[config.mk]
export PLATFORM = sky130hd
export DESIGN_NAME = bram_arbiter
export DESIGN_NICKNAME = d
export VERILOG_FILES = /design/src/rtl/bram_arbiter.sv
export SDC_FILE = /design/constraint.sdc
export NUM_CORES = 1
export LEC_CHECK = 0
export ABC_AREA = 1
export ABC_CLOCK_PERIOD_IN_PS = 1500
export BUFFER_PORTS_ARGS = -buffer_cell sky130_fd_sc_hd__buf_4
export CAP_MARGIN = 25
export CORE_AREA = 2 2 94 96
export CTS_BUF_LIST = sky130_fd_sc_hd__clkbuf_16
export DETAILED_ROUTE_END_ITERATION = 10
export DIE_AREA = 0 0 96 98
export PLACE_DENSITY = 0.76
export SYNTH_ARGS = -nofsm -noshare
export SYNTH_HDL_FRONTEND = slang
export SYNTH_SLANG_ARGS = --single-unit
[constraint.sdc]
create_clock -name clk -period 1.5 [get_ports clk]
set_input_delay 0.15 -clock clk [delete_from_list [all_inputs] [get_ports clk]]
set_output_delay 0.15 -clock clk [all_outputs]
set_load 0.01 [all_outputs]
[src/rtl/bram_arbiter.sv]
// -----------------------------------------------------------------------------
// bram_arbiter
//
// Shares one single-port synchronous BRAM between two requesters (A and B).
// Each requester issues read/write commands on a valid/ready handshake. At most
// one command is granted per cycle. The granted command is presented to the
// BRAM on registered outputs in the next cycle. Read data comes back on the
// requesting port two cycles after the handshake.
//
// Optional feature:
//   BRAM_ARB_RR_EN  When defined, ties are broken round-robin using a 1-bit
//                   last-grant register. When undefined, port A always wins a
//                   tie, so B can starve under a continuous A stream.
//
// Ports:
//   clk, reset                  clock and synchronous active-high reset
//   a_valid/a_ready             port A command handshake
//   a_we, a_addr, a_wdata       port A command (1 = write, 0 = read)
//   a_rvalid, a_rdata           port A read response (one-cycle pulse)
//   b_*                         port B, same meaning as port A
//   mem_we, mem_addr, mem_din   registered drive into the BRAM
//   mem_dout                    BRAM read data, valid one cycle after addr
// -----------------------------------------------------------------------------
module bram_arbiter #(
    parameter int ADDR_WIDTH = 13,
    parameter int DATA_WIDTH = 32
) (
    input  logic                  clk,
    input  logic                  reset,

    input  logic                  a_valid,
    output logic                  a_ready,
    input  logic                  a_we,
    input  logic [ADDR_WIDTH-1:0] a_addr,
    input  logic [DATA_WIDTH-1:0] a_wdata,
    output logic                  a_rvalid,
    output logic [DATA_WIDTH-1:0] a_rdata,

    input  logic                  b_valid,
    output logic                  b_ready,
    input  logic                  b_we,
    input  logic [ADDR_WIDTH-1:0] b_addr,
    input  logic [DATA_WIDTH-1:0] b_wdata,
    output logic                  b_rvalid,
    output logic [DATA_WIDTH-1:0] b_rdata,

    output logic                  mem_we,
    output logic [ADDR_WIDTH-1:0] mem_addr,
    output logic [DATA_WIDTH-1:0] mem_din,
    input  logic [DATA_WIDTH-1:0] mem_dout
);

    logic                  grant_a_s;
    logic                  grant_b_s;
    logic                  any_grant_s;
    logic                  sel_we_s;
    logic [ADDR_WIDTH-1:0] sel_addr_s;
    logic [DATA_WIDTH-1:0] sel_wdata_s;

    logic                  mem_we_r;
    logic [ADDR_WIDTH-1:0] mem_addr_r;
    logic [DATA_WIDTH-1:0] mem_din_r;

    // First tag stage: travels alongside the registered BRAM command.
    logic                  tag_valid_r;
    logic                  tag_read_r;
    logic                  tag_port_r;   // 0 = A, 1 = B

    // Second tag stage is decoded straight into per-port rvalid registers.
    logic                  a_rvalid_r;
    logic                  b_rvalid_r;

`ifdef BRAM_ARB_RR_EN
    logic                  last_grant_r; // 0 = A granted last, 1 = B granted last
`endif

    // Arbitration: pick at most one port. Reset blocks all grants.
    always_comb begin
        grant_a_s = 1'b0;
        grant_b_s = 1'b0;
        if (reset) begin
            grant_a_s = 1'b0;
            grant_b_s = 1'b0;
        end else begin
`ifdef BRAM_ARB_RR_EN
            if (a_valid && b_valid) begin
                // Tie: favour whichever port was not granted most recently.
                if (last_grant_r) begin
                    grant_a_s = 1'b1;
                end else begin
                    grant_b_s = 1'b1;
                end
            end else begin
                grant_a_s = a_valid;
                grant_b_s = b_valid;
            end
`else
            grant_a_s = a_valid;
            grant_b_s = b_valid && !a_valid;
`endif
        end
    end

    assign a_ready     = grant_a_s;
    assign b_ready     = grant_b_s;
    assign any_grant_s = grant_a_s || grant_b_s;

    // Command mux: B's fields only when B holds the grant.
    always_comb begin
        sel_we_s    = a_we;
        sel_addr_s  = a_addr;
        sel_wdata_s = a_wdata;
        if (grant_b_s) begin
            sel_we_s    = b_we;
            sel_addr_s  = b_addr;
            sel_wdata_s = b_wdata;
        end else begin
            sel_we_s    = a_we;
            sel_addr_s  = a_addr;
            sel_wdata_s = a_wdata;
        end
    end

    // BRAM drive registers and response tag pipeline.
    always_ff @(posedge clk) begin
        if (reset) begin
            mem_we_r    <= 1'b0;
            mem_addr_r  <= {ADDR_WIDTH{1'b0}};
            mem_din_r   <= {DATA_WIDTH{1'b0}};
            tag_valid_r <= 1'b0;
            tag_read_r  <= 1'b0;
            tag_port_r  <= 1'b0;
            a_rvalid_r  <= 1'b0;
            b_rvalid_r  <= 1'b0;
        end else begin
            mem_we_r <= any_grant_s && sel_we_s;
            // Address and write data hold their last value while idle; write
            // data only changes on a write since reads never use it.
            if (any_grant_s) begin
                mem_addr_r <= sel_addr_s;
            end else begin
                mem_addr_r <= mem_addr_r;
            end
            if (any_grant_s && sel_we_s) begin
                mem_din_r <= sel_wdata_s;
            end else begin
                mem_din_r <= mem_din_r;
            end
            tag_valid_r <= any_grant_s;
            tag_read_r  <= !sel_we_s;
            tag_port_r  <= grant_b_s;
            a_rvalid_r  <= tag_valid_r && tag_read_r && !tag_port_r;
            b_rvalid_r  <= tag_valid_r && tag_read_r && tag_port_r;
        end
    end

`ifdef BRAM_ARB_RR_EN
    // Round-robin pointer: reset value 1 makes port A preferred first.
    always_ff @(posedge clk) begin
        if (reset) begin
            last_grant_r <= 1'b1;
        end else if (any_grant_s) begin
            last_grant_r <= grant_b_s;
        end else begin
            last_grant_r <= last_grant_r;
        end
    end
`endif

    assign mem_we   = mem_we_r;
    assign mem_addr = mem_addr_r;
    assign mem_din  = mem_din_r;
    assign a_rvalid = a_rvalid_r;
    assign b_rvalid = b_rvalid_r;

    // BRAM dout is only valid in the response cycle, so it cannot be
    // registered here; gating keeps rdata at zero outside a response.
    assign a_rdata  = a_rvalid_r ? mem_dout : {DATA_WIDTH{1'b0}};
    assign b_rdata  = b_rvalid_r ? mem_dout : {DATA_WIDTH{1'b0}};

endmodule

==> impl_metrics.yaml <==
grt:
  grt_pass1_vias: 3637
  grt_max_degree: 66
  grt_pass1_wl_um: 15460
  track_usage: 0.2029
  grt_antenna_before_repair: 1
  grt-ovfl-total: 0
yosys:
  netlist_area_mm2: 0.003083
  syn_area_per_cell_um2: 5.380
  synth.area.mux_share: 0
  yosys.area.top_type: "dfxtp_1"
  synth_compound_area_frac: 0.004058
  synth_top_family_by_area: "simple AND/OR/NAND/NOR gates"
  synth_seq_area_share: 0.3312
  syn-instance-count: 573
  synth-edff-count: 0
  ys.flop_type: "dfxtp_1"
  synthTopCellsByArea: "dfxtp_1, nand2_1, inv_1"
  yosys-top-cells-count: "nand2_1, inv_1, nor2_1"
  ys_types: 17
  synth-simple-area-share: 0.4655
  synth_nets: 701
  yosysMostFrequentCell: "nand2_1"
  synth_top_area_share: 0.3312
  ys_warn_count: 0
  ys_ff_latch: 51
  synth_xor_area_frac: 0
  async_flop_share: 0
  synth_fa_ha_area_frac: 0
sta:
  setup-tns-final_ps: 0
  fin_ws_ps: 171.3
  setup_viol: 0
  hold_viol: 0
  drv_slew: 0
  finalCritPeriodShare: 0.8858
  skew_ps: 0.3489
  whs_ps: 152.5
  rsz0062_at_grt: "false"
  worst_pin_slew_ps: 338.3
  relSlewSlack: 0.7745
  max_freq_mhz: 752.6
  period_minus_slack_ps: 1329
floorplan:
  io_pins: 242
  num_rows: 34
  die_x_um: 96
  core_area_mm2: 0.008466
  die_h_um: 98
  initial_core_util: 0.3642
  dieArea_mm2: 0.009408
drt:
  avgRoutedWirePerCell_um: 10.81
  dr.pass1.iters: 4
  first_iter_violations: 84
  wl_um: 9839
  avgViaCountPerCell: 4.269
  vias: 3885
  ant_nets: 0
  drc: 0
final_layout:
  areaGrowthSynthToFinish_pct: 66.07
  regArea_mm2: 0.001021
  nets: 928
  final_util: 0.6048
  multiInputGateArea_mm2: 0.001453
  fillers: 790
  drive_gt1_frac: 0.3271
worst_hold_path:
  hold_start: "b_addr[2]"
  holdPathEnd: "mem_addr[2]"
  hp-class: "in2reg"
  worstHoldPathCells: 5
setup_path:
  critPathSlowestCell: "dfxtp_1"
  crit_family: "buffers and inverters"
  rr_endpoint: "mem_addr[1]"
  critical_path.startpoint_type: "register"
  reg2reg_from: "mem_addr[1]"
  worstPathCellList: "buf_4 -> nand2_1 -> inv_1 -> buf_4"
  critPathRequiredTime_ps: 1350
  cp.arrival_ps: 1180
  startpoint: "b_rvalid"
  critPathKind: "reg2out"
  cp_slowest_stage_delay_ps: 310
  critical_path_buf_inv_count: 3
  endpoint_kind: "output pin"
  path_common_cell: "buf_4"
  r2r_setup_slack_ps: 820
  path_max_fanout: 33
  rr_worst_depth: 4
power_and_ir_drop:
  power_leakage_nw: 3.502
  ir_drop_uv: 519.2
  switching_share: 0.2583
  power.density_mw_per_mm2: 717.2
  internal_power_w: 0.002724
  p_sw_w: 0.0009483
  clockPowerShare: 0.342
  power_frac_comb: 0.249
  sequentialPowerShare: 0.409
clock_tree:
  cts_resized: 0
  cts_root_buf: "clkbuf_16"
  htree_levels: 2
  post_cts_buffers: 0
  worstSkewPairLatency_ps: 280
  cts_hold_buf: 0
  cts_tree: "built"
  cts_sinks: 51
  cts_max_path_buffers: 2
  numCtsBuffers: 5
  path_clk_slew_ps: 70
status:
  status: "complete, no violations"
flow_run:
  drv_cap: 0
place:
  io_buffers: 241
  post-dp-hpwl_um: 8029
  pre_cts_slack_ps: 272.9
  gp_congestion: 0.8674
-- flip-flops by register name, summed over array words and instances, names as in the netlist --
name	cells
mem_din	32
mem_addr	13
a_rvalid	1
b_rvalid	1
mem_we	1
tag_port_r	1
tag_read_r	1
tag_valid_r	1
-- worst register-to-register path, stage by stage (launching register included) --
cell,delay [ps]
dfxtp_1,320
nor2_1,110
nor2_1,60
nand2_1,70
inv_1,30
-- layout by cell type, fill, tap and decap left out, drive strengths merged, types with 2 or more instances in the layout --
cell type  Yosys  routed
nand2        265     265
buf           20     250
inv          116     116
nand3         15      15
clkinv         0       2
dfxtp         51      51
nor2          91      91
clkbuf        10       5
-- power groups by stage --
stage                     combinational [W]  clock (W)  sequential [W]
after global routing                0.00103    0.00134         0.00151
after global placement             0.000905          0         0.00153
after CTS                          0.000925    0.00129         0.00150
final                              0.000915    0.00126         0.00150
after floorplan                    0.000373          0         0.00157
after detailed placement           0.000923          0         0.00153
-- per-layer routing --
layer	global-route usage	wire [um]	vias up
li1	-	-	2055
met1	0.1909	3477	1679
met2	0.4151	5372	143
met3	0.05941	899	8
met4	0.03846	89	0
met5	0	0	-
-- worst max-delay path by stage --
stage                  endpoint  cells after the start
detailed placement  mem_din[16]                      9
floorplan           mem_din[10]                      9
CTS                  b_rdata[1]                      4
finish               b_rdata[1]                      4
global route         b_rdata[4]                      4
global placement    mem_addr[3]                      7
-- logic make-up after synthesis --
group	count (synthesis)
AO/OA/AOI/OAI	2
buffers and inverters	146
flip-flops	51
AND/OR/NAND/NOR	374
-- layout make-up --
type | count | area share
clock buffers | 5 | 0.02444
inverters | 116 | 0.08553
clock inverters | 3 | 0.008553
multi-input cells | 376 | 0.2837
flip-flops and latches | 51 | 0.1994
well taps | 108 | 0.02639
repair buffers | 250 | 0.3715
diodes | 1 | 0.0004888
-- stage by stage --
| step | cell area, um2 | total power (W) | cells |
|---|---|---|---|
| detailed placement | 4949 | 0.002455 | 901 |
| global placement | 4949 | 0.002434 | 901 |
| floorplan | 3083 | 0.001948 | 573 |
| global route | 5117 | 0.003880 | 909 |
| finish | 5120 | 0.003672 | 910 |
| CTS | 5117 | 0.003721 | 909 |
(Power assumes the default switching activity.)
